## config.mk

```make
export PLATFORM = sky130hd
export DESIGN_NAME = inv_key_schedule_128
export DESIGN_NICKNAME = d
export VERILOG_FILES = /design/src/rtl/inv_key_schedule_128.sv
export SDC_FILE = /design/constraint.sdc
export NUM_CORES = 1
export LEC_CHECK = 0
export ABC_AREA = 1
export CAP_MARGIN = 20
export CORE_MARGIN = 2
export CORE_UTILIZATION = 30
export CTS_CLUSTER_DIAMETER = 80
export DETAILED_ROUTE_END_ITERATION = 8
export PLACE_DENSITY = 0.51
export SLEW_MARGIN = 20
export SYNTH_ARGS = -nofsm -noshare
export SYNTH_HDL_FRONTEND = slang
export SYNTH_SLANG_ARGS = --single-unit
```

## constraint.sdc

```tcl
create_clock -name clock -period 2.5 [get_ports clock]
set_input_delay 0.375 -clock clock [delete_from_list [all_inputs] [get_ports clock]]
set_output_delay 0.375 -clock clock [all_outputs]
set_load 0.05 [all_outputs]
```

## src/rtl/inv_key_schedule_128.sv

```systemverilog
// Walks an AES-128 key schedule backwards: pops a round-10 key and emits round keys 10 down to 0.
// Latency: the first push comes 1 cycle after the pop; each later round key follows 1 cycle after the previous push.
// Backpressure: out_key_full freezes state, key and round; the next key is popped only in the round-0 push cycle or from IDLE.
module inv_key_schedule_128 #(
  parameter logic [0:255][7:0] look_up_table = {
    128'h637c777bf26b6fc53001672bfed7ab76, 128'hca82c97dfa5947f0add4a2af9ca472c0,
    128'hb7fd9326363ff7cc34a5e5f171d83115, 128'h04c723c31896059a071280e2eb27b275,
    128'h09832c1a1b6e5aa0523bd6b329e32f84, 128'h53d100ed20fcb15b6acbbe394a4c58cf,
    128'hd0efaafb434d338545f9027f503c9fa8, 128'h51a3408f929d38f5bcb6da2110fff3d2,
    128'hcd0c13ec5f974417c4a77e3d645d1973, 128'h60814fdc222a908846eeb814de5e0bdb,
    128'he0323a0a4906245cc2d3ac629195e479, 128'he7c8376d8dd54ea96c56f4ea657aae08,
    128'hba78252e1ca6b4c6e8dd741f4bbd8b8a, 128'h703eb5664803f60e613557b986c11d9e,
    128'he1f8981169d98e949b1e87e9ce5528df, 128'h8ca1890dbfe6426841992d0fb054bb16
  }
) (
  input  logic         clock,
  input  logic         reset,
  input  logic [127:0] in_key,
  output logic         in_key_rd,
  input  logic         in_key_empty,
  output logic [127:0] out_key,
  output logic         out_key_wr,
  input  logic         out_key_full,
  output logic [3:0]   out_round
);

  typedef enum logic {IDLE = 1'b0, EMIT = 1'b1} state_t;

  state_t         r_state;
  logic [127:0]   r_key_reg;
  logic [3:0]     r_round;

  logic [31:0]    w_a0, w_a1, w_a2, w_a3;
  logic [31:0]    w_p0, w_p1, w_p2, w_p3;
  logic [127:0]   w_prev_key;
  logic [7:0]     w_rcon;
  logic           w_push;
  logic           w_last;
  logic           w_pop;

  // Round constant that produced the key currently held (round 0 has none).
  always_comb begin
    w_rcon = 8'h00;
    case (r_round)
      4'd10:   w_rcon = 8'h36;
      4'd9:    w_rcon = 8'h1b;
      4'd8:    w_rcon = 8'h80;
      4'd7:    w_rcon = 8'h40;
      4'd6:    w_rcon = 8'h20;
      4'd5:    w_rcon = 8'h10;
      4'd4:    w_rcon = 8'h08;
      4'd3:    w_rcon = 8'h04;
      4'd2:    w_rcon = 8'h02;
      4'd1:    w_rcon = 8'h01;
      default: w_rcon = 8'h00;
    endcase
  end

  // Undo one expansion step; word k sits at bits [32k+31:32k], its first byte lowest.
  always_comb begin
    w_a0 = r_key_reg[31:0];
    w_a1 = r_key_reg[63:32];
    w_a2 = r_key_reg[95:64];
    w_a3 = r_key_reg[127:96];
    w_p3 = w_a3 ^ w_a2;
    w_p2 = w_a2 ^ w_a1;
    w_p1 = w_a1 ^ w_a0;
    // p3 is already the previous key's last word, so RotWord/SubWord can use it directly.
    w_p0[7:0]   = w_a0[7:0]   ^ look_up_table[w_p3[15:8]] ^ w_rcon;
    w_p0[15:8]  = w_a0[15:8]  ^ look_up_table[w_p3[23:16]];
    w_p0[23:16] = w_a0[23:16] ^ look_up_table[w_p3[31:24]];
    w_p0[31:24] = w_a0[31:24] ^ look_up_table[w_p3[7:0]];
    w_prev_key  = {w_p3, w_p2, w_p1, w_p0};
  end

  // FIFO strobes; both are held low while reset is asserted.
  always_comb begin
    w_push = !reset && (r_state == EMIT) && !out_key_full;
    w_last = w_push && (r_round == 4'd0);
    w_pop  = !reset && !in_key_empty && ((r_state == IDLE) || w_last);
  end

  assign in_key_rd  = w_pop;
  assign out_key_wr = w_push;
  assign out_key    = r_key_reg;
  assign out_round  = r_round;

  // Sequencer: load on pop, step back one round per push, chain straight into the next key after round 0.
  always_ff @(posedge clock) begin
    if (reset) begin
      r_state   <= IDLE;
      r_key_reg <= '0;
      r_round   <= 4'd0;
    end else begin
      case (r_state)
        IDLE: begin
          if (w_pop) begin
            r_key_reg <= in_key;
            r_round   <= 4'd10;
            r_state   <= EMIT;
          end
        end
        EMIT: begin
          if (w_push) begin
            if (r_round != 4'd0) begin
              r_key_reg <= w_prev_key;
              r_round   <= r_round - 4'd1;
            end else if (w_pop) begin
              r_key_reg <= in_key;
              r_round   <= 4'd10;
            end else begin
              r_state   <= IDLE;
            end
          end
        end
        default: r_state <= IDLE;
      endcase
    end
  end

endmodule

```

==> metrics.md <==
| Metric | Value |
|---|---|
| Cells on worst reg2reg path | `16` |
| Top post-synthesis cells by area | `nand3_1 27%, nand2_1 18%, dfxtp_1 15%` |
| Mean number of vias per cell | `5.79` |
| Final Non-Filler Cells | `4,767` |
| RSZ-0062 raised after global routing | `yes` |
| P_int | `11,900 uW` |
| Switching portion of total power | `57.8%` |
| DP Cell Count | `4,727` |
| Final hold violation count | `0` |
| Asr flop ratio synth | `0%` |
| Final Cycle Share | `96.8%` |
| Clock Sinks | `141` |
| Drt pass-1 iters | `8` |
| Dpl hpwl | `82.9 mm` |
| Number of synthesized flops with an enable pin | `0` |
| Area leader, netlist | `nand3_1` |
| Crit-path cells | `clkdlybuf4s50_1` |
| Post-Syn Area | `0.0193 mm^2` |
| Worst r2r src | `out_key[73]` |
| Post-route ant nets | `0` |
| Top-count cell post-synth | `nand3_1` |
| Tot Pwr | `28,200 uW` |
| Crit-path max cell delay | `0.91 ns` |
| CORE AREA | `0.0633 mm^2` |
| Post-synthesis sequential area ratio | `14.7%` |
| # fillers | `6,979` |
| Vias in the first global route | `26.1k` |
| PD cells | `1050 mW/mm^2` |
| Share of post-route cells with drive strength above 1 | `17.8%` |
| Die Height | `257 um` |
| Maximum number of pins on one net before global-route repair | `79` |
| Leakage | `0.0126 uW` |
| Chip width | `257 um` |
| Max-capacitance violation count | `0` |
| I/O pins | `266` |
| Initial drt markers | `3,230` |
| Hold depth | `3` |
| Crit path kind | `flop to primary output` |
| Mapped Cells | `3,473` |
| Dpl ws | `-0.0561 ns` |
| Initial antenna violation count | `2` |
| Worst Hold Class | `input pin to flop` |
| NetSw | `16,300 uW` |
| Worst skew pair latency | `0.49 ns` |
| Routed vias | `27.6k` |
| CP delay by family, top | `buffers and inverters` |
| Main flop type after synthesis | `dfxtp_1` |
| # port buffers | `265` |
| Fin util | `42.3%` |
| Fmax | `413 MHz` |
| Area share of the leading cell type in the synthesized netlist | `26.8%` |
| Unique masters post-synth | `39` |
| Clock Tree Buf Depth | `2` |
| Slew margin rel. | `41.8%` |
| Total die area | `0.0663 mm^2` |
| Worst hold path startpoint | `reset` |
| Initial core utilization | `30.4%` |
| Outcome | `finished clean` |
| DRC viols | `0` |
| CP Launch Type | `flop` |
| Synth Register Bits | `141` |
| Crit path DAT | `2.05 ns` |
| First-pass GRT wire length | `164 mm` |
| Slew Viols, Final | `0` |
| Routed wire length per instance | `23.2 um` |
| Setup ws final | `0.0794 ns` |
| Seq pwr share | `11.1%` |
| Max VDD drop | `0.682 mV` |
| TritonCTS clock tree | `yes` |
| Avg Synthesized Cell Area | `5.55 um^2` |
| Clock Power Share | `9.7%` |
| Critical path capture point type | `primary output` |
| Critical path peak fanout | `4` |
| Syn Nets | `3,670` |
| Final net count | `4,106` |
| Power share of the combinational group | `79.2%` |
| Clk_skew | `0.0176 ns` |
| CP Launch Point | `out_key[38]` |
| GRT overflow | `0` |
| Gr usage total | `32.0%` |
| Slowest library cell on the worst path | `clkdlybuf4s50_1` |
| Clock transition at path regs | `0.07 ns` |
| Warnings from Yosys | `0` |
| H-tree depth | `4` |
| Final Setup Violations | `0` |
| Area Growth Syn to Fin | `38.9%` |
| Critical path depth | `1` |
| Fin crit period | `2.42 ns` |
| CP bufs+invs | `1` |
| Final GP Congestion | `1.07` |
| Inserted Clock Buffers | `17` |
| FP Rows | `92` |
| Worst slew pin tran | `0.872 ns` |
| Leading cell types by count after synthesis | `1,033 x nand3_1, 933 x nand2_1, 216 x inv_1` |
| Req. time, crit path | `2.12 ns` |
| Post-Route WL | `110 mm` |
| CTS root buffer | `clkbuf_16` |
-- sequential cells by signal, indices dropped and copies added (netlist names) --
| register | flops |
|---|---|
| out_key | 128 |
| w_rcon | 8 |
| out_round | 4 |
| r_state | 1 |
-- routing by layer --
layer / part of all wire, % / GRT usage, %
met4: 5.7 / 16.3
met1: 41 / 42.5
met3: 9.9 / 5.93
met5: 0.012 / 0
met2: 43 / 49.3
-- path summary, 6_finish.rpt --
| kind | to | slack, ns |
|---|---|---|
| setup / recovery | out_key[38] | 0.08 |
| hold / removal | out_round[1] | 0.25 |
| setup reg to reg | out_key[2] | 0.09 |
| hold reg to reg | out_key[66] | 0.53 |
-- cell usage in the layout, fill, tap and decap left out, drive strengths merged --
| cell type | netlist | final |
|---|---|---|
| nand2 | 984 | 984 |
| clkinv | 8 | 13 |
| buf | 115 | 391 |
| o21ai | 192 | 192 |
| nor3 | 11 | 11 |
| clkinvlp | 0 | 2 |
| a31oi | 9 | 9 |
| nor2 | 98 | 98 |
| inv | 236 | 236 |
| or2 | 7 | 7 |
| nand3b | 3 | 3 |
| clkdlybuf4s50 | 0 | 260 |
| ha | 65 | 65 |
| a21oi | 166 | 166 |
| a21boi | 2 | 2 |
| bufinv | 0 | 2 |
| o21bai | 1 | 1 |
| nand4 | 10 | 10 |
| dfxtp | 141 | 141 |
| o211ai | 43 | 43 |
| a221oi | 32 | 32 |
| xnor2 | 18 | 18 |
| xor2 | 73 | 73 |
| clkbuf | 120 | 21 |
| nand3 | 1041 | 1041 |
| diode | 0 | 2 |
| o22ai | 98 | 98 |
-- logic make-up (layout without fill, tap and decap cells) --
| family | Yosys count | after routing | synth area share [%] |
|---|---|---|---|
| fa+ha+maj | 65 | 65 | 4.22 |
| buf+inv | 479 | 925 | 10.4 |
| simple gates | 2154 | 2154 | 50.4 |
| compound gates | 543 | 543 | 16.0 |
| flops | 141 | 141 | 14.7 |
| xor+xnor | 91 | 91 | 4.33 |
| other cells | 0 | 2 | 0 |
-- what timing repair did --
action,CTS,global route
buffers inserted,1,7
gates resized for setup,4,184
hold buffers,0,0
pin swaps,1,12
endpoints found under the setup margin,5,33
gates cloned,0,1
-- power groups by stage --
| stage | Sequential, uW | Clock (uW) | Combinational, uW |
|---|---|---|---|
| CTS | 3110 | 2790 | 21100 |
| detailed placement | 3150 | 0 | 20900 |
| global route | 3160 | 2860 | 23900 |
| global placement | 3150 | 0 | 21100 |
| floorplan | 4140 | 0 | 11700 |
| finish | 3120 | 2740 | 22300 |
-- layout make-up --
cell class	count	area, um^2	area share (%)
Inverter	244	925	3.45
Antenna cell	2	5.00	0.0187
Timing Repair Buffer	652	6080	22.7
Clock inverter	9	111	0.416
Multi-Input combinational cell	2853	15300	57.0
Clock buffer	20	478	1.79
Tap cell	846	1060	3.95
Sequential cell	141	2860	10.7
-- through the flow --
step / setup TNS, ns / hold WS, ns / area (um^2)
3_3_place_gp: -0.358 / 0.516 / 25400
6_report: 0 / 0.253 / 26800
2_1_floorplan: 0 / 0.541 / 19300
4_1_cts: 0 / 0.229 / 26000
5_1_grt: -0.0680 / 0.256 / 26800
3_5_place_dp: -0.114 / 0.528 / 25400
(Power assumes the default switching activity.)
